`src/rtl/decode_pkg.sv`:
```
// decode_pkg
// Shared definitions for the RV32I decode stage:
//   - base opcode constants for the supported instruction classes
//   - fmt_e, the instruction format tag carried with every decoded entry
//   - decoded_t, the decoded instruction record (also the FIFO entry type)
//   - DECODED_RESET, the all-zero entry with fmt=NONE used at reset
package decode_pkg;

    localparam logic [6:0] OP     = 7'b0110011;
    localparam logic [6:0] OP_IMM = 7'b0010011;
    localparam logic [6:0] LOAD   = 7'b0000011;
    localparam logic [6:0] STORE  = 7'b0100011;
    localparam logic [6:0] BRANCH = 7'b1100011;
    localparam logic [6:0] JAL    = 7'b1101111;
    localparam logic [6:0] JALR   = 7'b1100111;
    localparam logic [6:0] LUI    = 7'b0110111;
    localparam logic [6:0] AUIPC  = 7'b0010111;

    typedef enum logic [2:0] {
        FMT_R    = 3'd0,
        FMT_I    = 3'd1,
        FMT_S    = 3'd2,
        FMT_B    = 3'd3,
        FMT_U    = 3'd4,
        FMT_J    = 3'd5,
        FMT_NONE = 3'd6
    } fmt_e;

    typedef struct packed {
        logic [31:0] pc;
        logic [6:0]  opcode;
        logic [4:0]  rd;
        logic [4:0]  rs1;
        logic [4:0]  rs2;
        logic [2:0]  funct3;
        logic [6:0]  funct7;
        logic [31:0] imm;
        fmt_e        fmt;
        logic        illegal;
    } decoded_t;

    localparam decoded_t DECODED_RESET = '{
        pc:      32'd0,
        opcode:  7'd0,
        rd:      5'd0,
        rs1:     5'd0,
        rs2:     5'd0,
        funct3:  3'd0,
        funct7:  7'd0,
        imm:     32'd0,
        fmt:     FMT_NONE,
        illegal: 1'b0
    };

endpackage

```
`src/rtl/rv32_decode_comb.sv`:
```
// rv32_decode_comb
// Purely combinational RV32I decoder: raw instruction + pc -> decoded_t.
// Performs field extraction, immediate generation and the legality check.
// Ports:
//   pc    in  [31:0]  program counter, passed through unchanged
//   instr in  [31:0]  raw instruction word
//   dec   out decoded_t  decoded record
// Parameter ZERO_UNUSED: 1 = fields the format does not use read as 0,
// 0 = those fields carry the raw instruction bits.
module rv32_decode_comb
    import decode_pkg::*;
#(
    parameter int ZERO_UNUSED = 1
) (
    input  logic [31:0] pc,
    input  logic [31:0] instr,
    output decoded_t    dec
);

    logic [6:0]  opcode;
    logic [6:0]  funct7;
    logic [2:0]  funct3;
    logic [4:0]  rd;
    logic [4:0]  rs1;
    logic [4:0]  rs2;
    logic [31:0] imm_i;
    logic [31:0] imm_sh;
    logic [31:0] imm_s;
    logic [31:0] imm_b;
    logic [31:0] imm_u;
    logic [31:0] imm_j;

    logic        use_rd;
    logic        use_rs1;
    logic        use_rs2;
    logic        use_f3;
    logic        use_f7;
    logic        illegal;
    logic [31:0] imm;
    fmt_e        fmt;

    assign opcode = instr[6:0];
    assign rd     = instr[11:7];
    assign funct3 = instr[14:12];
    assign rs1    = instr[19:15];
    assign rs2    = instr[24:20];
    assign funct7 = instr[31:25];

    assign imm_i  = {{20{instr[31]}}, instr[31:20]};
    assign imm_sh = {27'd0, instr[24:20]};
    assign imm_s  = {{20{instr[31]}}, instr[31:25], instr[11:7]};
    assign imm_b  = {{20{instr[31]}}, instr[7], instr[30:25], instr[11:8], 1'b0};
    assign imm_u  = {instr[31:12], 12'd0};
    assign imm_j  = {{12{instr[31]}}, instr[19:12], instr[20], instr[30:21], 1'b0};

    // Classify the opcode: pick the format, which register/funct fields the
    // format actually uses, the immediate, and whether the encoding is one of
    // the RV32I ops this stage supports. Shift immediates (funct3 001/101)
    // carry shamt in the rs2 slot and a funct7 qualifier, so they get their
    // own immediate and legality rules.
    always_comb begin
        use_rd  = 1'b0;
        use_rs1 = 1'b0;
        use_rs2 = 1'b0;
        use_f3  = 1'b0;
        use_f7  = 1'b0;
        illegal = 1'b0;
        imm     = 32'd0;
        fmt     = FMT_NONE;
        case (opcode)
            OP: begin
                fmt     = FMT_R;
                use_rd  = 1'b1;
                use_rs1 = 1'b1;
                use_rs2 = 1'b1;
                use_f3  = 1'b1;
                use_f7  = 1'b1;
                if (funct7 == 7'b0100000) begin
                    illegal = !(funct3 == 3'b000 || funct3 == 3'b101);
                end else begin
                    illegal = (funct7 != 7'b0000000);
                end
            end
            OP_IMM: begin
                fmt     = FMT_I;
                use_rd  = 1'b1;
                use_rs1 = 1'b1;
                use_rs2 = 1'b1;
                use_f3  = 1'b1;
                use_f7  = 1'b1;
                if (funct3 == 3'b001) begin
                    imm     = imm_sh;
                    illegal = (funct7 != 7'b0000000);
                end else if (funct3 == 3'b101) begin
                    imm     = imm_sh;
                    illegal = !(funct7 == 7'b0000000 || funct7 == 7'b0100000);
                end else begin
                    imm     = imm_i;
                end
            end
            LOAD: begin
                fmt     = FMT_I;
                use_rd  = 1'b1;
                use_rs1 = 1'b1;
                use_f3  = 1'b1;
                imm     = imm_i;
                illegal = (funct3 == 3'b011) || (funct3 == 3'b110) || (funct3 == 3'b111);
            end
            JALR: begin
                fmt     = FMT_I;
                use_rd  = 1'b1;
                use_rs1 = 1'b1;
                use_f3  = 1'b1;
                imm     = imm_i;
                illegal = (funct3 != 3'b000);
            end
            STORE: begin
                fmt     = FMT_S;
                use_rs1 = 1'b1;
                use_rs2 = 1'b1;
                use_f3  = 1'b1;
                imm     = imm_s;
                illegal = (funct3 > 3'b010);
            end
            BRANCH: begin
                fmt     = FMT_B;
                use_rs1 = 1'b1;
                use_rs2 = 1'b1;
                use_f3  = 1'b1;
                imm     = imm_b;
                illegal = (funct3 == 3'b010) || (funct3 == 3'b011);
            end
            LUI, AUIPC: begin
                fmt    = FMT_U;
                use_rd = 1'b1;
                imm    = imm_u;
            end
            JAL: begin
                fmt    = FMT_J;
                use_rd = 1'b1;
                imm    = imm_j;
            end
            default: begin
                illegal = 1'b1;
            end
        endcase
    end

    // Assemble the record. An illegal instruction keeps only its pc and raw
    // opcode so execute can still raise the exception at the right address;
    // everything else is cleared and the format is forced to NONE.
    always_comb begin
        dec         = DECODED_RESET;
        dec.pc      = pc;
        dec.opcode  = opcode;
        dec.illegal = illegal;
        if (!illegal) begin
            dec.rd     = (use_rd  || ZERO_UNUSED == 0) ? rd     : 5'd0;
            dec.rs1    = (use_rs1 || ZERO_UNUSED == 0) ? rs1    : 5'd0;
            dec.rs2    = (use_rs2 || ZERO_UNUSED == 0) ? rs2    : 5'd0;
            dec.funct3 = (use_f3  || ZERO_UNUSED == 0) ? funct3 : 3'd0;
            dec.funct7 = (use_f7  || ZERO_UNUSED == 0) ? funct7 : 7'd0;
            dec.imm    = imm;
            dec.fmt    = fmt;
        end
    end

endmodule

```
`src/rtl/decode_stage.sv`:
```
// decode_stage
// Registered, elastic RV32I decode stage between fetch and execute.
// Instructions are decoded combinationally on the input side and written
// into a DEPTH-entry FIFO; the head entry drives the outputs directly, so
// there is no combinational path from input to output.
// Ports:
//   clk, rst_n                      clock, asynchronous active-low reset
//   in_valid/in_ready               fetch handshake
//   in_pc, in_instr                 instruction and its pc
//   flush                           drop all buffered entries and this cycle's input
//   out_valid/out_ready             execute handshake
//   out_pc .. out_illegal           decoded fields of the head entry
//   dec_count                       saturating count of accepted instructions
module decode_stage
    import decode_pkg::*;
#(
    parameter int DEPTH       = 2,
    parameter int CNT_W       = 32,
    parameter int ZERO_UNUSED = 1
) (
    input  logic             clk,
    input  logic             rst_n,
    input  logic             in_valid,
    output logic             in_ready,
    input  logic [31:0]      in_pc,
    input  logic [31:0]      in_instr,
    input  logic             flush,
    output logic             out_valid,
    input  logic             out_ready,
    output logic [31:0]      out_pc,
    output logic [6:0]       out_opcode,
    output logic [4:0]       out_rd,
    output logic [4:0]       out_rs1,
    output logic [4:0]       out_rs2,
    output logic [2:0]       out_funct3,
    output logic [6:0]       out_funct7,
    output logic [31:0]      out_imm,
    output logic [2:0]       out_fmt,
    output logic             out_illegal,
    output logic [CNT_W-1:0] dec_count
);

    localparam int AW = $clog2(DEPTH);
    localparam logic [AW:0] FULL_COUNT = DEPTH[AW:0];

    decoded_t        in_dec;
    decoded_t        head;
    decoded_t        mem [DEPTH];
    logic [AW-1:0]   wr_ptr;
    logic [AW-1:0]   rd_ptr;
    logic [AW:0]     count;
    logic            push;
    logic            pop;

    rv32_decode_comb #(
        .ZERO_UNUSED(ZERO_UNUSED)
    ) u_decode (
        .pc   (in_pc),
        .instr(in_instr),
        .dec  (in_dec)
    );

    // Full blocks input even if execute is popping this cycle, so a write
    // never lands on the slot being read.
    assign in_ready  = (count != FULL_COUNT);
    assign out_valid = (count != '0);
    assign push      = in_valid & in_ready & ~flush;
    assign pop       = out_valid & out_ready & ~flush;

    // Entry storage. Entries are cleared at reset so the outputs read as a
    // zeroed record with fmt=NONE until the first instruction arrives.
    always_ff @(posedge clk or negedge rst_n) begin
        if (!rst_n) begin
            for (int i = 0; i < DEPTH; i++) begin
                mem[i] <= DECODED_RESET;
            end
        end else if (push) begin
            mem[wr_ptr] <= in_dec;
        end
    end

    // Read/write pointers wrap naturally at DEPTH (a power of two). Flush
    // rewinds both so the buffer restarts from slot 0.
    always_ff @(posedge clk or negedge rst_n) begin
        if (!rst_n) begin
            wr_ptr <= '0;
            rd_ptr <= '0;
        end else if (flush) begin
            wr_ptr <= '0;
            rd_ptr <= '0;
        end else begin
            if (push) begin
                wr_ptr <= wr_ptr + 1'b1;
            end
            if (pop) begin
                rd_ptr <= rd_ptr + 1'b1;
            end
        end
    end

    // Occupancy, one bit wider than the pointers so full and empty differ.
    always_ff @(posedge clk or negedge rst_n) begin
        if (!rst_n) begin
            count <= '0;
        end else if (flush) begin
            count <= '0;
        end else begin
            case ({push, pop})
                2'b10:   count <= count + 1'b1;
                2'b01:   count <= count - 1'b1;
                default: count <= count;
            endcase
        end
    end

    // Accepted-instruction counter. It tracks fetch acceptance, so flush
    // does not rewind it; it sticks at all ones instead of wrapping.
    always_ff @(posedge clk or negedge rst_n) begin
        if (!rst_n) begin
            dec_count <= '0;
        end else if (push && (dec_count != '1)) begin
            dec_count <= dec_count + 1'b1;
        end
    end

    assign head        = mem[rd_ptr];
    assign out_pc      = head.pc;
    assign out_opcode  = head.opcode;
    assign out_rd      = head.rd;
    assign out_rs1     = head.rs1;
    assign out_rs2     = head.rs2;
    assign out_funct3  = head.funct3;
    assign out_funct7  = head.funct7;
    assign out_imm     = head.imm;
    assign out_fmt     = head.fmt;
    assign out_illegal = head.illegal;

endmodule

```
`config.mk`:
```
export PLATFORM = sky130hd
export DESIGN_NAME = decode_stage
export DESIGN_NICKNAME = d
export VERILOG_FILES = /design/src/rtl/decode_pkg.sv /design/src/rtl/rv32_decode_comb.sv /design/src/rtl/decode_stage.sv
export SDC_FILE = /design/constraint.sdc
export NUM_CORES = 1
export LEC_CHECK = 0
export ABC_AREA = 1
export BUFFER_PORTS_ARGS = -buffer_cell sky130_fd_sc_hd__buf_4
export CORE_ASPECT_RATIO = 0.5
export CORE_MARGIN = 2
export CORE_UTILIZATION = 55
export DETAILED_ROUTE_END_ITERATION = 10
export PLACE_DENSITY = 0.83
export SLEW_MARGIN = 10
export SYNTH_ARGS = -nofsm -noshare
export SYNTH_HDL_FRONTEND = slang
export SYNTH_SLANG_ARGS = --single-unit
```
`constraint.sdc`:
```
create_clock -name clk -period 2.6 [get_ports clk]
set_clock_uncertainty 0.1 [all_clocks]
set_input_delay 0.39 -clock clk [delete_from_list [all_inputs] [get_ports clk]]
set_output_delay 0.39 -clock clk [all_outputs]
set_load 0.01 [all_outputs]
```
==> flow_summary.json <==
{
  "synth_area_leaders": "dfrtp_1 (47%), nand2_1 (25%), nand4_1 (6.1%)",
  "setup_viol": 0,
  "drive_gt1_frac": 0.163,
  "initial_core_util": 0.568,
  "diodes": 0,
  "dieArea_sq_mm": 0.0240,
  "end_kind": "primary output",
  "peakVddDrop_mv": 0.546,
  "min_path_type": "input port to flip-flop",
  "instances_no_fill": 2202,
  "crit_required_ps": 2110,
  "cts_tree": "yes",
  "yosysMostFrequentCell": "nand2_1",
  "track_usage": 0.295,
  "use_met1": 0.423,
  "netlist.area_leader.share": 0.465,
  "drc": 0,
  "placed_cells": 2162,
  "start_kind": "flip-flop",
  "area_growth_pct": 20.7,
  "syn_area_sq_mm": 0.0125,
  "cts_buffer_depth": 3,
  "nets": 1957,
  "fillers": 1916,
  "fin_crit_ps": 2380,
  "grt_pass1_wl_um": 57900,
  "cellLeakagePower_nw": 8.39,
  "cellPowerDensity_mw_per_mm2": 772,
  "post_cts_buffers": 0,
  "yosys-top-cells-count": "nand2_1 (815), dfrtp_1 (232), nand4_1 (122)",
  "outcome": "finished clean",
  "min_period_over_period": 0.917,
  "synth_nets": 1798,
  "antenna_found_initial": 0,
  "grtUsageMet3": 0.0457,
  "path_cells": "clkinv_2 > buf_12 > nand2_1 > nand2_1 > buf_4",
  "vias_per_cell": 5.45,
  "grt_pass1_vias": 11300,
  "synth-main-ff-cell": "dfrtp_1",
  "crit_fanout": 52,
  "grt.busiest_layer": "met2",
  "gr-total-overflow": 0,
  "async_flop_share": 1.00,
  "wire_per_inst_um": 15.9,
  "routed_wl_um": 34900,
  "coreArea_sq_mm": 0.0220,
  "fin_tns_setup_ps": 0,
  "slew_violations": 0,
  "synth_edf_count": 0,
  "final_util": 0.686,
  "initialDrtViolationCount": 1256,
  "dp_hpwl_um": 23100,
  "postSynthAreaPerCell_sq_um": 7.22,
  "die_h_um": 111,
  "worst_pin_slew_ps": 752,
  "synth.largest_area_cell": "dfrtp_1",
  "cts_num_sinks": 236,
  "ctsHtreeMaxLevel": 1,
  "critPathKind": "flip-flop to primary output",
  "maxClockFrequency_mhz": 420,
  "synth.yosys.warnings": 0,
  "worst_slack_ps": 216,
  "clk_pin_slew_worst_paths_ps": 70,
  "grt_max_degree": 78,
  "critPathTopFamily": "flip-flops",
  "drtPass1Iterations": 8,
  "met2_usage": 0.463,
  "ioPinCount": 203,
  "rows": 38,
  "drv_cap": 0,
  "port_buffers": 202,
  "vias": 12000,
  "place_ws_ps": 230,
  "max_slew_margin": 0.499,
  "path_buf_inv": 3,
  "hold_viol_final": 0,
  "syn_inst": 1728,
  "crit_top_cell": "nand2_1",
  "gp_congestion": 0.962,
  "rsz0062_at_grt": "no",
  "clkLatencyLatePin_ps": 500,
  "arrival_ps": 1890,
  "synth_cell_types": 28,
  "ys_ff_latch": 236,
  "cts_root_buf": "clkbuf_16",
  "chipWidth_um": 217,
  "antenna_left": 0,
  "seq_area_frac_synth": 0.473,
  "slowest_stage": "dfrtp_4",
  "cts_buffers": 22,
  "cpPeakStageDelay_ps": 610
}
[cell type report]
class                      instances  area [sq um]  share of cell area
timing repair buffer             237          1900               0.126
multi-input combinational       1287          5640               0.374
clock buffer                      28           634              0.0421
sequential                       236          5910               0.392
inverter                         103           398              0.0264
tap                              300           375              0.0249
clock inverter                    11           208              0.0138
[placed cells by master, fill, tap and decap left out, types with 3 or more instances in the layout]
cell type / synthesis / routed
xor2_1: 19 / 19
o21ai_1: 25 / 25
nand3_1: 57 / 57
clkbuf_16: 0 / 23
inv_4: 1 / 4
buf_12: 0 / 9
nand4_1: 122 / 122
buf_4: 0 / 226
nor2_2: 6 / 3
o21ai_0: 79 / 79
nand2_4: 2 / 3
clkbuf_8: 0 / 4
nand3b_1: 3 / 3
clkinv_2: 1 / 5
nor2_1: 112 / 111
inv_2: 9 / 6
nor2_4: 3 / 7
nand2_2: 5 / 5
a21oi_1: 16 / 16
inv_1: 92 / 92
nor3_1: 13 / 13
bufinv_16: 0 / 6
dfstp_2: 4 / 4
xnor2_1: 7 / 7
nand2_1: 815 / 814
dfrtp_1: 232 / 231
[power breakdown]
| part | switching [mW] | internal (mW) |
|---|---|---|
| combinational | 1.84 | 1.23 |
| sequential | 0.437 | 4.36 |
| clock | 1.45 | 2.32 |
[logic make-up (layout without fill, tap and decap cells)]
kind of cell,Yosys count,count (layout),synth area share
simple gates,1140,1140,0.382
flops,236,236,0.473
buf+inv,205,379,0.0770
compound gates,120,120,0.0481
xor+xnor,26,26,0.0182
fa+ha+maj,1,1,0.00100
[flip-flops by register name, indices dropped and copies added (netlist names)]
register / count
mem: 200
dec_count: 32
count: 2
rd_ptr: 1
wr_ptr: 1
[metrics by stage]
step | hold WS [ps] | power, mW | instance area (sq um)
6_report | 38.6 | 11.6 | 15100
5_1_grt | 44.5 | 12.3 | 15100
4_1_cts | 29.3 | 11.7 | 15100
3_5_place_dp | 245 | 7.91 | 14200
3_3_place_gp | 239 | 7.84 | 14200
2_1_floorplan | -5.59 | 6.47 | 12500
[worst paths after layout]
check	slack (ps)	end	start	cells after the start
hold reg to reg	370	mem[2]$_DFFE_PN1P_	mem[2]$_DFFE_PN1P_	2
min in group asynchronous	280	mem[16]$_DFFE_PN0P_	rst_n	2
setup reg to reg	240	dec_count[17]$_DFFE_PN0P_	dec_count[0]$_DFFE_PN0P_	11
hold / removal	40	mem[62]$_DFFE_PN0P_	in_instr[1]	3
setup / recovery	220	out_funct7[2]	rd_ptr$_DFFE_PN0P_	5
max in group asynchronous	1290	mem[103]$_DFFE_PN1P_	rst_n	3
[routing by layer]
layer	vias up	wire length [um]
met5	-	0
met4	0	795
met3	68	2350
met2	501	16100
met1	5631	15600
li1	5803	-
[worst reg2reg max path, stage by stage (launching register included)]
cell	delay, ps
dfrtp_1	460
ha_1	250
inv_1	110
nor2_4	180
nand2_2	100
nor2_2	190
nand3_1	150
nand2_1	160
nand2_4	140
buf_4	250
nand3b_1	100
nand2_1	50
[timing repair]
action | 4_1_cts | 5_1_grt
setup endpoints to repair | 0 | 15
hold buffers | 1 | 0
gates resized for setup | 0 | 2
hold endpoints to repair | 48 | 0
(Power assumes the default switching activity.)
